File: config.mk
export PLATFORM = sky130hd
export DESIGN_NAME = branch_resolve_unit
export DESIGN_NICKNAME = d
export VERILOG_FILES = /design/src/rtl/branch_pkg.sv /design/src/rtl/branch_bht.sv /design/src/rtl/branch_resolve_unit.sv
export SDC_FILE = /design/constraint.sdc
export NUM_CORES = 1
export LEC_CHECK = 0
export CORE_UTILIZATION = 50
export CTS_BUF_LIST = sky130_fd_sc_hd__clkbuf_4 sky130_fd_sc_hd__clkbuf_8 sky130_fd_sc_hd__clkbuf_16
export CTS_CLUSTER_SIZE = 20
export DETAILED_ROUTE_END_ITERATION = 7
export DONT_BUFFER_PORTS = 1
export PLACE_DENSITY_LB_ADDON = 0.15
export SLEW_MARGIN = 20
export SYNTH_ARGS = -nofsm -noshare
export SYNTH_HDL_FRONTEND = slang
export SYNTH_SLANG_ARGS = --single-unit
File: constraint.sdc
create_clock -name clk -period 4.35 [get_ports clk]
set_clock_uncertainty 0.1 [all_clocks]
set_input_delay 0.435 -clock clk [delete_from_list [all_inputs] [get_ports clk]]
set_output_delay 0.435 -clock clk [all_outputs]
set_load 0.005 [all_outputs]
File: src/rtl/branch_pkg.sv
// -----------------------------------------------------------------------------
// branch_pkg
//   Shared definitions for the branch resolve unit and its history table:
//   RV32I branch funct3 encodings, the 2-bit saturating counter type, the
//   counter reset value and the saturating counter step function.
// -----------------------------------------------------------------------------
package branch_pkg;

  // Branch funct3 encodings. 3'b010 and 3'b011 are unused by RV32I branches.
  localparam logic [2:0] F3_BEQ  = 3'b000;
  localparam logic [2:0] F3_BNE  = 3'b001;
  localparam logic [2:0] F3_BLT  = 3'b100;
  localparam logic [2:0] F3_BGE  = 3'b101;
  localparam logic [2:0] F3_BLTU = 3'b110;
  localparam logic [2:0] F3_BGEU = 3'b111;

  // Bimodal predictor counter: bit 1 is the predicted direction.
  typedef logic [1:0] bht_ctr_t;

  // Weakly not-taken.
  localparam bht_ctr_t BHT_RESET = 2'b01;

  // One saturating training step towards the resolved direction.
  function automatic bht_ctr_t ctr_next(input bht_ctr_t ctr, input logic taken);
    bht_ctr_t nxt;
    nxt = ctr;
    if (taken) begin
      if (ctr != 2'b11) nxt = ctr + 2'b01;
    end else begin
      if (ctr != 2'b00) nxt = ctr - 2'b01;
    end
    return nxt;
  endfunction

endpackage

File: src/rtl/branch_bht.sv
// -----------------------------------------------------------------------------
// branch_bht
//   Bimodal branch history table: ENTRIES 2-bit saturating counters.
//
//   Ports
//     clk        in   clock, rising edge
//     rst        in   synchronous active-high reset; all counters -> BHT_RESET
//     rd_idx     in   read index (fetch lookup)
//     rd_taken   out  predicted direction of rd_idx (combinational)
//     upd_en     in   train one counter at this edge
//     upd_idx    in   counter to train
//     upd_taken  in   resolved direction; +1 when taken, -1 otherwise
//
//   The read port sees the pre-edge array contents, so an update to the same
//   index becomes visible on the read port only in the following cycle.
// -----------------------------------------------------------------------------
module branch_bht
  import branch_pkg::*;
#(
  parameter int unsigned ENTRIES = 16,
  localparam int unsigned IDX_W  = $clog2(ENTRIES)
) (
  input  logic             clk,
  input  logic             rst,
  input  logic [IDX_W-1:0] rd_idx,
  output logic             rd_taken,
  input  logic             upd_en,
  input  logic [IDX_W-1:0] upd_idx,
  input  logic             upd_taken
);

  bht_ctr_t ctr_q [ENTRIES];

  always_ff @(posedge clk) begin
    if (rst) begin
      for (int i = 0; i < int'(ENTRIES); i++) begin
        ctr_q[i] <= BHT_RESET;
      end
    end else if (upd_en) begin
      ctr_q[upd_idx] <= ctr_next(ctr_q[upd_idx], upd_taken);
    end
  end

  assign rd_taken = ctr_q[rd_idx][1];

endmodule

File: src/rtl/branch_resolve_unit.sv
// -----------------------------------------------------------------------------
// branch_resolve_unit
//   Registered RV32I conditional branch resolver. A branch presented with en
//   is compared, its redirect PC computed and its misprediction flagged; the
//   result appears one cycle later. Retiring results train a bimodal history
//   table that fetch reads through lookup_pc / lookup_taken.
//
//   Ports
//     clk           in   clock, rising edge
//     rst           in   synchronous active-high reset
//     en            in   valid branch presented this cycle
//     stall         in   downstream not accepting; hold the result register
//     flush         in   kill the branch that would be captured this edge
//     fun3          in   branch funct3
//     A, B          in   rs1 / rs2 values
//     pc            in   branch PC
//     imm           in   sign-extended B-type offset
//     pred_taken    in   direction fetch assumed for this branch
//     lookup_pc     in   fetch PC for the history table read
//     lookup_taken  out  history table prediction for lookup_pc (combinational)
//     res_valid     out  resolved result valid
//     res           out  branch taken
//     mispredict    out  res differs from the registered pred_taken
//     redirect_pc   out  correct next PC (pc+imm if taken, else pc+4)
//     illegal       out  fun3 is not a branch encoding
// -----------------------------------------------------------------------------
module branch_resolve_unit
  import branch_pkg::*;
#(
  parameter int unsigned XLEN        = 32,
  parameter int unsigned BHT_ENTRIES = 16,
  localparam int unsigned IDX_W      = $clog2(BHT_ENTRIES)
) (
  input  logic            clk,
  input  logic            rst,
  input  logic            en,
  input  logic            stall,
  input  logic            flush,
  input  logic [2:0]      fun3,
  input  logic [XLEN-1:0] A,
  input  logic [XLEN-1:0] B,
  input  logic [XLEN-1:0] pc,
  input  logic [XLEN-1:0] imm,
  input  logic            pred_taken,
  input  logic [XLEN-1:0] lookup_pc,
  output logic            lookup_taken,
  output logic            res_valid,
  output logic            res,
  output logic            mispredict,
  output logic [XLEN-1:0] redirect_pc,
  output logic            illegal
);

  // ---------------------------------------------------------------------------
  // Compare and target computation on the issuing branch
  // ---------------------------------------------------------------------------
  logic            taken_c;
  logic            illegal_c;
  logic [XLEN-1:0] target_c;

  always_comb begin
    taken_c   = 1'b0;
    illegal_c = 1'b0;
    case (fun3)
      F3_BEQ:  taken_c = (A == B);
      F3_BNE:  taken_c = (A != B);
      F3_BLT:  taken_c = ($signed(A) <  $signed(B));
      F3_BGE:  taken_c = ($signed(A) >= $signed(B));
      F3_BLTU: taken_c = (A <  B);
      F3_BGEU: taken_c = (A >= B);
      default: illegal_c = 1'b1;
    endcase
  end

  // Modulo-2^XLEN adds; carry out is intentionally dropped.
  assign target_c = taken_c ? (pc + imm) : (pc + XLEN'(4));

  // ---------------------------------------------------------------------------
  // Stage register
  // ---------------------------------------------------------------------------
  logic             valid_q, valid_d;
  logic             res_q, res_d;
  logic             mis_q, mis_d;
  logic             ill_q, ill_d;
  logic [XLEN-1:0]  rpc_q, rpc_d;
  // Only the history-table index of the branch PC is needed at retirement.
  logic [IDX_W-1:0] idx_q, idx_d;

  // Priority below reset: flush, then stall (hold), then load. Flush wins over
  // stall so a held result is dropped when both are asserted.
  always_comb begin
    valid_d = valid_q;
    res_d   = res_q;
    mis_d   = mis_q;
    ill_d   = ill_q;
    rpc_d   = rpc_q;
    idx_d   = idx_q;
    if (flush) begin
      valid_d = 1'b0;
      res_d   = 1'b0;
      mis_d   = 1'b0;
      ill_d   = 1'b0;
      rpc_d   = '0;
      idx_d   = '0;
    end else if (!stall) begin
      if (en) begin
        valid_d = 1'b1;
        res_d   = taken_c;
        mis_d   = (taken_c != pred_taken);
        ill_d   = illegal_c;
        rpc_d   = target_c;
        idx_d   = pc[IDX_W+1:2];
      end else begin
        // Bubble: keeps res/mispredict/illegal low while res_valid is low.
        valid_d = 1'b0;
        res_d   = 1'b0;
        mis_d   = 1'b0;
        ill_d   = 1'b0;
        rpc_d   = '0;
        idx_d   = '0;
      end
    end
  end

  always_ff @(posedge clk) begin
    if (rst) begin
      valid_q <= 1'b0;
      res_q   <= 1'b0;
      mis_q   <= 1'b0;
      ill_q   <= 1'b0;
      rpc_q   <= '0;
      idx_q   <= '0;
    end else begin
      valid_q <= valid_d;
      res_q   <= res_d;
      mis_q   <= mis_d;
      ill_q   <= ill_d;
      rpc_q   <= rpc_d;
      idx_q   <= idx_d;
    end
  end

  assign res_valid   = valid_q;
  assign res         = res_q;
  assign mispredict  = mis_q;
  assign illegal     = ill_q;
  assign redirect_pc = rpc_q;

  // ---------------------------------------------------------------------------
  // Retirement and history table
  // ---------------------------------------------------------------------------
  // A result retires on the first edge where it is valid and not stalled;
  // a stalled result only retires once, on its release edge. A concurrent
  // flush does not stop the retiring result from training.
  logic retire;
  logic bht_upd;

  assign retire  = valid_q && !stall;
  assign bht_upd = retire && !ill_q && !rst;

  branch_bht #(
    .ENTRIES (BHT_ENTRIES)
  ) u_bht (
    .clk       (clk),
    .rst       (rst),
    .rd_idx    (lookup_pc[IDX_W+1:2]),
    .rd_taken  (lookup_taken),
    .upd_en    (bht_upd),
    .upd_idx   (idx_q),
    .upd_taken (res_q)
  );

  logic unused_lookup_bits;
  assign unused_lookup_bits = ^{lookup_pc[XLEN-1:IDX_W+2], lookup_pc[1:0]};

endmodule

==> results of run 1 <==
cell type report:
cell class,count,area [sq um]
fill,1114,5440
tap,168,210
inverter,45,169
multi-input combinational,566,4190
sequential,76,1840
timing repair buffer,3,35.0
clock buffer,11,240
clock inverter,5,85.1
metrics by stage:
step	setup WS (ns)	cells	instance area, sq um	util
6_report	1.05	874	6770	0.554
5_1_grt	0.919	874	6770	0.554
4_1_cts	1.04	874	6770	0.554
3_5_place_dp	0.694	858	6440	0.528
3_3_place_gp	0.760	858	6440	0.528
2_1_floorplan	1.02	719	6350	-
cells in the final DEF, fill, tap and decap left out, types with 5 or more instances in the layout:
cell type	instances
nand2b_1	22
a221o_1	5
dfxtp_1	44
mux2i_1	19
nand3_1	40
a211oi_1	6
a21o_1	17
nand2_1	68
ha_1	64
inv_1	45
mux4_2	14
nand4_1	13
o21ai_0	37
nor3_1	6
and3_1	8
xnor2_1	32
a32oi_1	13
o21bai_1	5
edfxtp_1	32
xor2_1	23
clkbuf_16	9
nor2b_1	10
a22oi_1	5
a21oi_1	36
nor2_1	59
worst register-to-register path, stage by stage, from the launching register on:
cell and delay [ns]:
dfxtp_1 0.67, mux4_2 0.58, mux2_2 0.27, o21ai_0 0.21
maj3_1 0.63, nand3_1 0.16
flip-flops by register name, summed over array words and instances (netlist names), named ones only:
signal,cells
u_bht.ctr_q,32
redirect_pc,32
res,1
mispredict,1
res_valid,1
illegal,1
idx_q,4
cell usage after synthesis (3+ instances only):
| cell type | count |
|---|---|
| a211oi_1 | 6 |
| a21o_1 | 17 |
| a21oi_1 | 36 |
| a221o_1 | 5 |
| a22oi_1 | 5 |
| a31oi_1 | 3 |
| a32oi_1 | 13 |
| a41oi_1 | 3 |
| and2_1 | 4 |
| and3_1 | 8 |
| and4_1 | 4 |
| buf_6 | 4 |
| clkbuf_1 | 27 |
| dfxtp_1 | 44 |
| edfxtp_1 | 32 |
| ha_1 | 64 |
| inv_1 | 45 |
| mux2i_1 | 19 |
| mux4_2 | 14 |
| nand2_1 | 68 |
| nand2b_1 | 22 |
| nand3_1 | 40 |
| nand4_1 | 13 |
| nor2_1 | 59 |
| nor2b_1 | 10 |
| nor3_1 | 6 |
| o211ai_1 | 3 |
| o21a_1 | 4 |
| o21ai_0 | 37 |
| o21bai_1 | 5 |
| o31ai_1 | 4 |
| xnor2_1 | 32 |
| xor2_1 | 23 |
path summary, 6_finish.rpt:
kind	cells after the start	slack, ns	endpoint	start
worst max-delay path	12	1.05	redirect_pc[18]	B[14]
worst max register to register	5	1.43	u_bht.ctr_q[1][0]	flop
worst min-delay path	2	0.14	illegal	stall
worst min register to register	2	0.38	redirect_pc[14]	redirect_pc[14]
per-layer routing:
| layer | part of all wire | vias to the layer above | track usage | wire length, microns |
|---|---|---|---|---|
| li1 | - | 2606 | - | - |
| met1 | 0.41 | 2497 | 0.279 | 6550 |
| met2 | 0.50 | 172 | 0.452 | 8000 |
| met3 | 0.074 | 17 | 0.0688 | 1180 |
| met4 | 0.013 | 0 | 0.0632 | 212 |
| met5 | 0 | - | 0 | 0 |
cells by family (layout without fill, tap and decap cells):
kind of cell	after synthesis	after routing	share of synthesized area
xor+xnor	55	55	0.0759
flops	76	76	0.290
compound gates	163	163	0.180
fa+ha+maj	67	67	0.132
buf+inv	77	64	0.0502
simple gates	246	246	0.189
mux	35	35	0.0832
power groups by stage:
stage	registers [mW]	logic [mW]	clock network, mW
2_1_floorplan	0.783	0.372	0
3_3_place_gp	0.790	0.432	0
3_5_place_dp	0.790	0.444	0
4_1_cts	0.775	0.447	0.840
5_1_grt	0.777	0.501	0.873
6_report	0.774	0.449	0.827
==> qor.txt, run 1 <==
Mean Syn Cell Area: 8.83 sq um
I/O pins: 206
Routed len/inst: 18.2 microns
GRT Total Usage: 0.246
RSZ-0062 raised after global routing: false
Top cells by area, synth: edfxtp_1, dfxtp_1, ha_1, mux4_2, xnor2_1
Most area-hungry cell type in the Yosys netlist: edfxtp_1
Die H: 115 microns
HP Class: in -> reg
Clock Path Buffers: 2
Synthesized Nets: 953
Worst-path cell chain: inv_1, ha_1, nand4_1, nor3_1, a21boi_1, or4b_4, a2111oi_4, mux2i_1, a221o_1, buf_12, mux2i_1, o21ai_0
Clock buffer count from CTS: 9
Clk slew on worst S/H paths: 0.06 ns
Core region area: 12,200 sq um
Worst-skew pair later-pin latency: 0.33 ns
Drt drc: 0
Most frequent CP cell: mux2i_1
Crit path largest cell delay: 0.51 ns
Synth top area share: 0.151
Run status: complete, no violations
Total power draw: 2.05 mW
IO Port Bufs: 0
Initial drt markers: 254
Nets: 935
Fin Hold WS: 0.145 ns
YS warnings: 0
Site row count: 40
Sw Pwr: 571 uW
Post-cts hold buffer count: 0
Max-slew violations: 0
Register area share after synthesis: 0.290
Synth Instances: 719
Pint: 1.48 mW
Setup bufs post-CTS: 0
Max-slew headroom: 0.419
Antenna Nets Post-Route: 0
Pre-antenna DRT Iters: 6
PostCTS Resize Cnt: 0
Synthesized area: 6350 sq um
Critical path buffers and inverters: 2
Gpl congestion: 0.848
Clk sink count: 76
Synthesis-to-finish area growth: 6.62%
Clock period minus worst slack: 3.30 ns
Via Count: 5,292
Most used DFF post-synth: dfxtp_1
Wire length of the first global-routing pass: 25,000 microns
CP top delay family: compound AO/OA/AOI/OAI gates
Hpwl dp: 12,400 microns
GRT overflow: 0
Async set or reset register ratio after synthesis: 0
Die area: 13,200 sq um
Worst Setup End Kind: flop
Sequential power share: 0.378
Starting Density: 0.520
Largest net degree at the start of global routing: 37
Crit-path max FO: 36
Vias in the first global route: 5,197
Number of synthesized flops with an enable pin: 32
Clock share of power: 0.403
Crit Path Class: in -> reg
Switching part of the total power: 0.278
Final WL: 15,900 microns
Maximum clock rate: 303 MHz
Chip Width: 115 microns
Comb power frac: 0.219
Seq cells post-synth: 76
H-tree levels: 3
CP arrival: 3.38 ns
Pwr dens: 303 nW/um^2
Diode count: 0
Final Setup Violations: 0
Vias per cell: 6.05
Share of layout cells above drive strength 1: 0.0609
Sum Neg Setup Slack: 0 ns
CTS tree: yes
Synth cell types: 65
Leakage: 2.69 nW
Startpoint Class: input port
Hold Vio Cnt, Final: 0
Clock root cell: clkbuf_16
Least-Margin Pin Slew: 0.869 ns
Slowest cell on the critical path: or4b_4
Initial antenna violation count: 0
WP data required: 4.43 ns
Max rail drop VDD: 168 uV
Max-cap viol count: 0
Tcrit/Tclk final: 0.758
(Power assumes the default switching activity.)
==> run 2: changes to the inputs <==
clock period = 3.2 ns   (was 4.35 ns; I/O delays follow)
==> qor.txt, run 2 (synthesis gave the netlist of run 1 again) <==
Run status: complete, no violations
Wire length of the first global-routing pass: 25,100 microns (about the same)
HP Class: in -> reg
I/O pins: 206 (unchanged)
Area taken by multi-input logic gates: 4190 sq um (about the same)
Fin Hold WS: 0.0290 ns (-0.116 ns)
RSZ-0062 raised after global routing: false
Initial antenna violation count: 0 (unchanged)
Total power draw: 2.81 mW (+37%)
Max-slew headroom: 0.377 (-0.0427)
Crit-path max FO: 36 (unchanged)
Layout Utilization: 0.564 (+0.00963)
Final instance area: 6890 sq um (+1.7%)
Antenna Nets Post-Route: 0 (unchanged)
Die area: 13,200 sq um (unchanged)
Post-Layout Cell Count: 887 (+1.5%)
IO Port Bufs: 0 (unchanged)
Starting Density: 0.520 (unchanged)
Nets: 948 (+1.4%)
Max-cap viol count: 0 (unchanged)
Crit path largest cell delay: 0.56 ns (+0.05 ns)
WP data required: 3.29 ns (-1.14 ns)
Tcrit/Tclk final: 0.936
Final WL: 15,800 microns (-0.90%)
Diode count: 0 (unchanged)
Setup bufs post-CTS: 0 (unchanged)
Hpwl dp: 12,600 microns (+1.3%)
Commonest non-fill, non-tap cell in the layout: nand2_1
Drt drc: 0 (unchanged)
Vias in the first global route: 5,196 (-0.019%)
Crit Path Class: in -> reg
Dpl ws: -0.213 ns (-0.907 ns)
Pre-antenna DRT Iters: 7 (+1)
Via Count: 5,274 (-0.34%)
CTS tree: yes
Reg area: 1840 sq um (unchanged)
Final Setup Violations: 0 (unchanged)
Clk slew on worst S/H paths: 0.06 ns (about the same)
Gpl congestion: 0.868 (+2.3%)
Worst-skew pair later-pin latency: 0.33 ns (about the same)
DP Area: 6560 sq um (+1.8%)
H-tree levels: 3 (unchanged)
Layout filler cell count: 1,115 (+0.090%)
Share of layout cells above drive strength 1: 0.0793 (+0.0184)
Worst setup margin: 0.206 ns (-0.846 ns)
Slowest cell on the critical path: or4b_4
DP Cell Count: 871 (+1.5%)
Clock root cell: clkbuf_16
Hold Crit Start: stall
Worst Setup End Kind: flop
Most frequent cells in the layout: nand2_1, ha_1, nor2_1
Max-slew violations: 0 (unchanged)
Hold Vio Cnt, Final: 0 (unchanged)
Site row count: 40 (unchanged)
Clk sink count: 76 (unchanged)
Vias per cell: 5.95 (-1.8%)
Critical path buffers and inverters: 2 (unchanged)
Clock Path Buffers: 2 (unchanged)
Largest net degree at the start of global routing: 37 (unchanged)
Critical path origin: B[5]
CP top delay family: compound AO/OA/AOI/OAI gates
Synthesis-to-finish area growth: 8.47%
Maximum clock rate: 334 MHz
CP arrival: 3.08 ns (-0.30 ns)
Clock buffer count from CTS: 9 (unchanged)
Die H: 115 microns (unchanged)
Core region area: 12,200 sq um (unchanged)
Least-Margin Pin Slew: 0.933 ns (+0.0640 ns)
Routed len/inst: 17.8 microns (-2.3%)
GRT overflow: 0 (unchanged)
GRT Total Usage: 0.246 (-0.000454)
Max rail drop VDD: 242 uV (+44%)
Chip Width: 115 microns (unchanged)
Worst-path cell chain: inv_1, ha_1, a21o_1, nand3_1, a211oi_1, or4b_4, a2111oi_4, mux2i_2, a221o_1, buf_12, mux2i_1, o21ai_0
Pwr dens: 408 nW/um^2 (+35%)
Leakage: 2.77 nW (+2.6%)
Clock period minus worst slack: 2.99 ns
Startpoint Class: input port
Sum Neg Setup Slack: 0 ns (unchanged)
Initial drt markers: 201 (-21%)
run 2: changes by cell type in the layout (fill, tap and decap cells not counted), sizes merged:
| cell | delta |
|---|---|
| buf | +13 |
| clkinvlp | -1 |
| clkinv | +1 |
run 2: power breakdown:
part	internal, mW	switching [mW]	total, mW
sequential	1.03	0.0214	1.05
clock	0.716	0.408	1.12
combinational	0.292	0.344	0.636
total	2.04	0.772	2.81
run 2: routing by layer:
metal | up-vias | share of wire | global-route usage
li1 | 2627 | - | -
met4 | 0 | 0.013 | 0.0753
met5 | - | 0 | 0
met2 | 172 | 0.50 | 0.446
met1 | 2460 | 0.42 | 0.280
met3 | 15 | 0.074 | 0.0641
run 2: what timing repair did:
item	4_1_cts	5_1_grt
hold buffers	0	0
resized for setup	0	1
setup endpoints to repair	0	8
run 2: path summary, 6_finish.rpt:
kind                             to  slack [ns]  cells past startpoint
setup / recovery    redirect_pc[12]        0.21                     12
hold / removal            res_valid        0.03                      2
setup reg to reg  u_bht.ctr_q[9][0]        0.57                      5
hold reg to reg     redirect_pc[11]        0.38                      2
run 2: cell type report:
cell class / instances / area share
flip-flops and latches: 76 / 0.267
well taps: 168 / 0.0305
clock inverters: 5 / 0.0120
clock buffers: 11 / 0.0358
multi-input cells: 566 / 0.609
repair buffers: 16 / 0.0211
inverters: 45 / 0.0245
==> run 3: changes to the inputs <==
CORE_UTILIZATION = 55   (was 50)
==> qor.txt, run 3 (synthesis gave the netlist of run 1 again) <==
Run status: complete, no violations
HP Class: in -> reg
Crit path largest cell delay: 0.50 ns (-0.06 ns)
Diode count: 0 (unchanged)
Gpl congestion: 0.907 (+4.5%)
Vias per cell: 6.28 (+5.7%)
Initial antenna violation count: 0 (unchanged)
Pwr dens: 420 nW/um^2 (+2.7%)
Hpwl dp: 12,700 microns (+0.75%)
Die H: 109 microns (-4.6%)
Final Setup Violations: 0 (unchanged)
Most frequent cells in the layout: nand2_1, ha_1, nor2_1
H-tree levels: 3 (unchanged)
Clock Path Buffers: 2 (unchanged)
Wire length of the first global-routing pass: 25,700 microns (+2.5%)
Vias in the first global route: 5,384 (+3.6%)
Initial drt markers: 251 (+25%)
Maximum clock rate: 329 MHz (-1.6%)
Pre-antenna DRT Iters: 5 (-2)
WL met3: 1380 microns (+17%)
Worst Setup End Kind: flop
Startpoint Class: input port
Share of layout cells above drive strength 1: 0.0897 (+0.0104)
Total power draw: 2.91 mW (+3.3%)
Clock buffer count from CTS: 9 (unchanged)
Worst-skew pair later-pin latency: 0.34 ns (about the same)
Hold Vio Cnt, Final: 0 (unchanged)
Die area: 12,000 sq um (-8.9%)
CTS tree: yes
Antenna Nets Post-Route: 0 (unchanged)
Routed length on met1: 6380 microns (-3.0%)
Commonest non-fill, non-tap cell in the layout: nand2_1
GRT overflow: 0 (unchanged)
Post-cts hold buffer count: 0 (unchanged)
Max layer used: met4
I/O pins: 206 (unchanged)
Synthesis-to-finish area growth: 9.06%
Crit-path max FO: 18 (-50%)
IO Port Bufs: 0 (unchanged)
Met2 WL: 8070 microns (+3.0%)
Drt drc: 0 (unchanged)
Tcrit/Tclk final: 0.951 (+0.0150)
CP arrival: 3.13 ns (+0.05 ns)
Largest net degree at the start of global routing: 37 (unchanged)
Worst-path cell chain: inv_1, ha_1, nand4_1, nor3_1, a21boi_1, or4b_4, a2111oi_4, mux2i_1, a221o_2, buf_12, mux2i_1, o21ai_0
Clock root cell: clkbuf_16
Setup bufs post-CTS: 0 (unchanged)
Fin Hold WS: 0.0318 ns (+0.00283 ns)
Clock period minus worst slack: 3.04 ns (+0.0480 ns)
Clk slew on worst S/H paths: 0.06 ns (about the same)
Clk sink count: 76 (unchanged)
Slowest cell on the critical path: or4b_4
Max rail drop VDD: 356 uV (+47%)
RSZ-0062 raised after global routing: false
WP data required: 3.29 ns (about the same)
Layout Utilization: 0.628 (+0.0638)
Max-slew violations: 0 (unchanged)
Max-slew headroom: 0.317 (-0.0599)
Crit Path Class: in -> reg
GRT Total Usage: 0.277 (+0.0316)
Most frequent CP cell: mux2i_1
Final WL: 16,300 microns (+3.0%)
Core region area: 11,000 sq um (-9.7%)
Site row count: 38 (-5.0%)
Nets: 954 (+0.63%)
Starting Density: 0.576 (+0.0557)
Chip Width: 109 microns (-4.6%)
Via Count: 5,434 (+3.0%)
Least-Margin Pin Slew: 1.02 ns (+0.0921 ns)
Max-cap viol count: 0 (unchanged)
Sum Neg Setup Slack: 0 ns (unchanged)
Leakage: 2.80 nW (+1.4%)
Routed len/inst: 18.8 microns (+5.7%)
[run 3: path summary, 6_finish.rpt]
path              slack (ns)      startpoint                 to  cells after the start
setup / recovery        0.16           B[14]    redirect_pc[11]                     12
hold / removal          0.03           stall            illegal                      2
setup reg to reg        0.47            flop  u_bht.ctr_q[9][0]                      6
hold reg to reg         0.38  redirect_pc[8]     redirect_pc[8]                      2
[run 3: critical path: cells and delay by family]
kind	cells	cell delay (ns)
and+or+nand+nor	3	0.76
buffers and inverters	2	0.22
adders and majority gates	1	0.30
AOI/OAI and AO/OA	4	0.92
muxes	2	0.58
[run 3: report_power, final]
group	internal (mW)	switching (mW)	leakage, nW
clock	0.773	0.427	0.168
combinational	0.301	0.352	2.00
sequential	1.03	0.0213	0.633
[run 3: what timing repair did]
action	4_1_cts	5_1_grt
hold endpoints to repair	0	0
gates resized for setup	0	3
setup endpoints to repair	0	13
[run 3: cell type report]
cell class              instances  area (sq um)
well taps                     140           175
flip-flops and latches         76          1840
fillers                       956          4110
clock inverters                 6           111
inverters                      45           169
repair buffers                 22           195
clock buffers                  10           233
multi-input cells             566          4200
[run 3: per-layer routing]
metal	vias up	global-route usage
met2	211	0.499
met5	-	0
met1	2538	0.320
met3	34	0.0646
li1	2651	-
met4	0	0.0971
[run 3: metrics by stage]
| stage | setup slack (ns) | cells | cell area, sq um |
|---|---|---|---|
| 2_1_floorplan | 0.00193 | 719 | 6350 |
| 3_3_place_gp | -0.147 | 848 | 6550 |
| 3_5_place_dp | -0.230 | 848 | 6550 |
| 4_1_cts | 0.115 | 864 | 6890 |
| 5_1_grt | 0.00234 | 865 | 6930 |
| 6_report | 0.158 | 865 | 6930 |
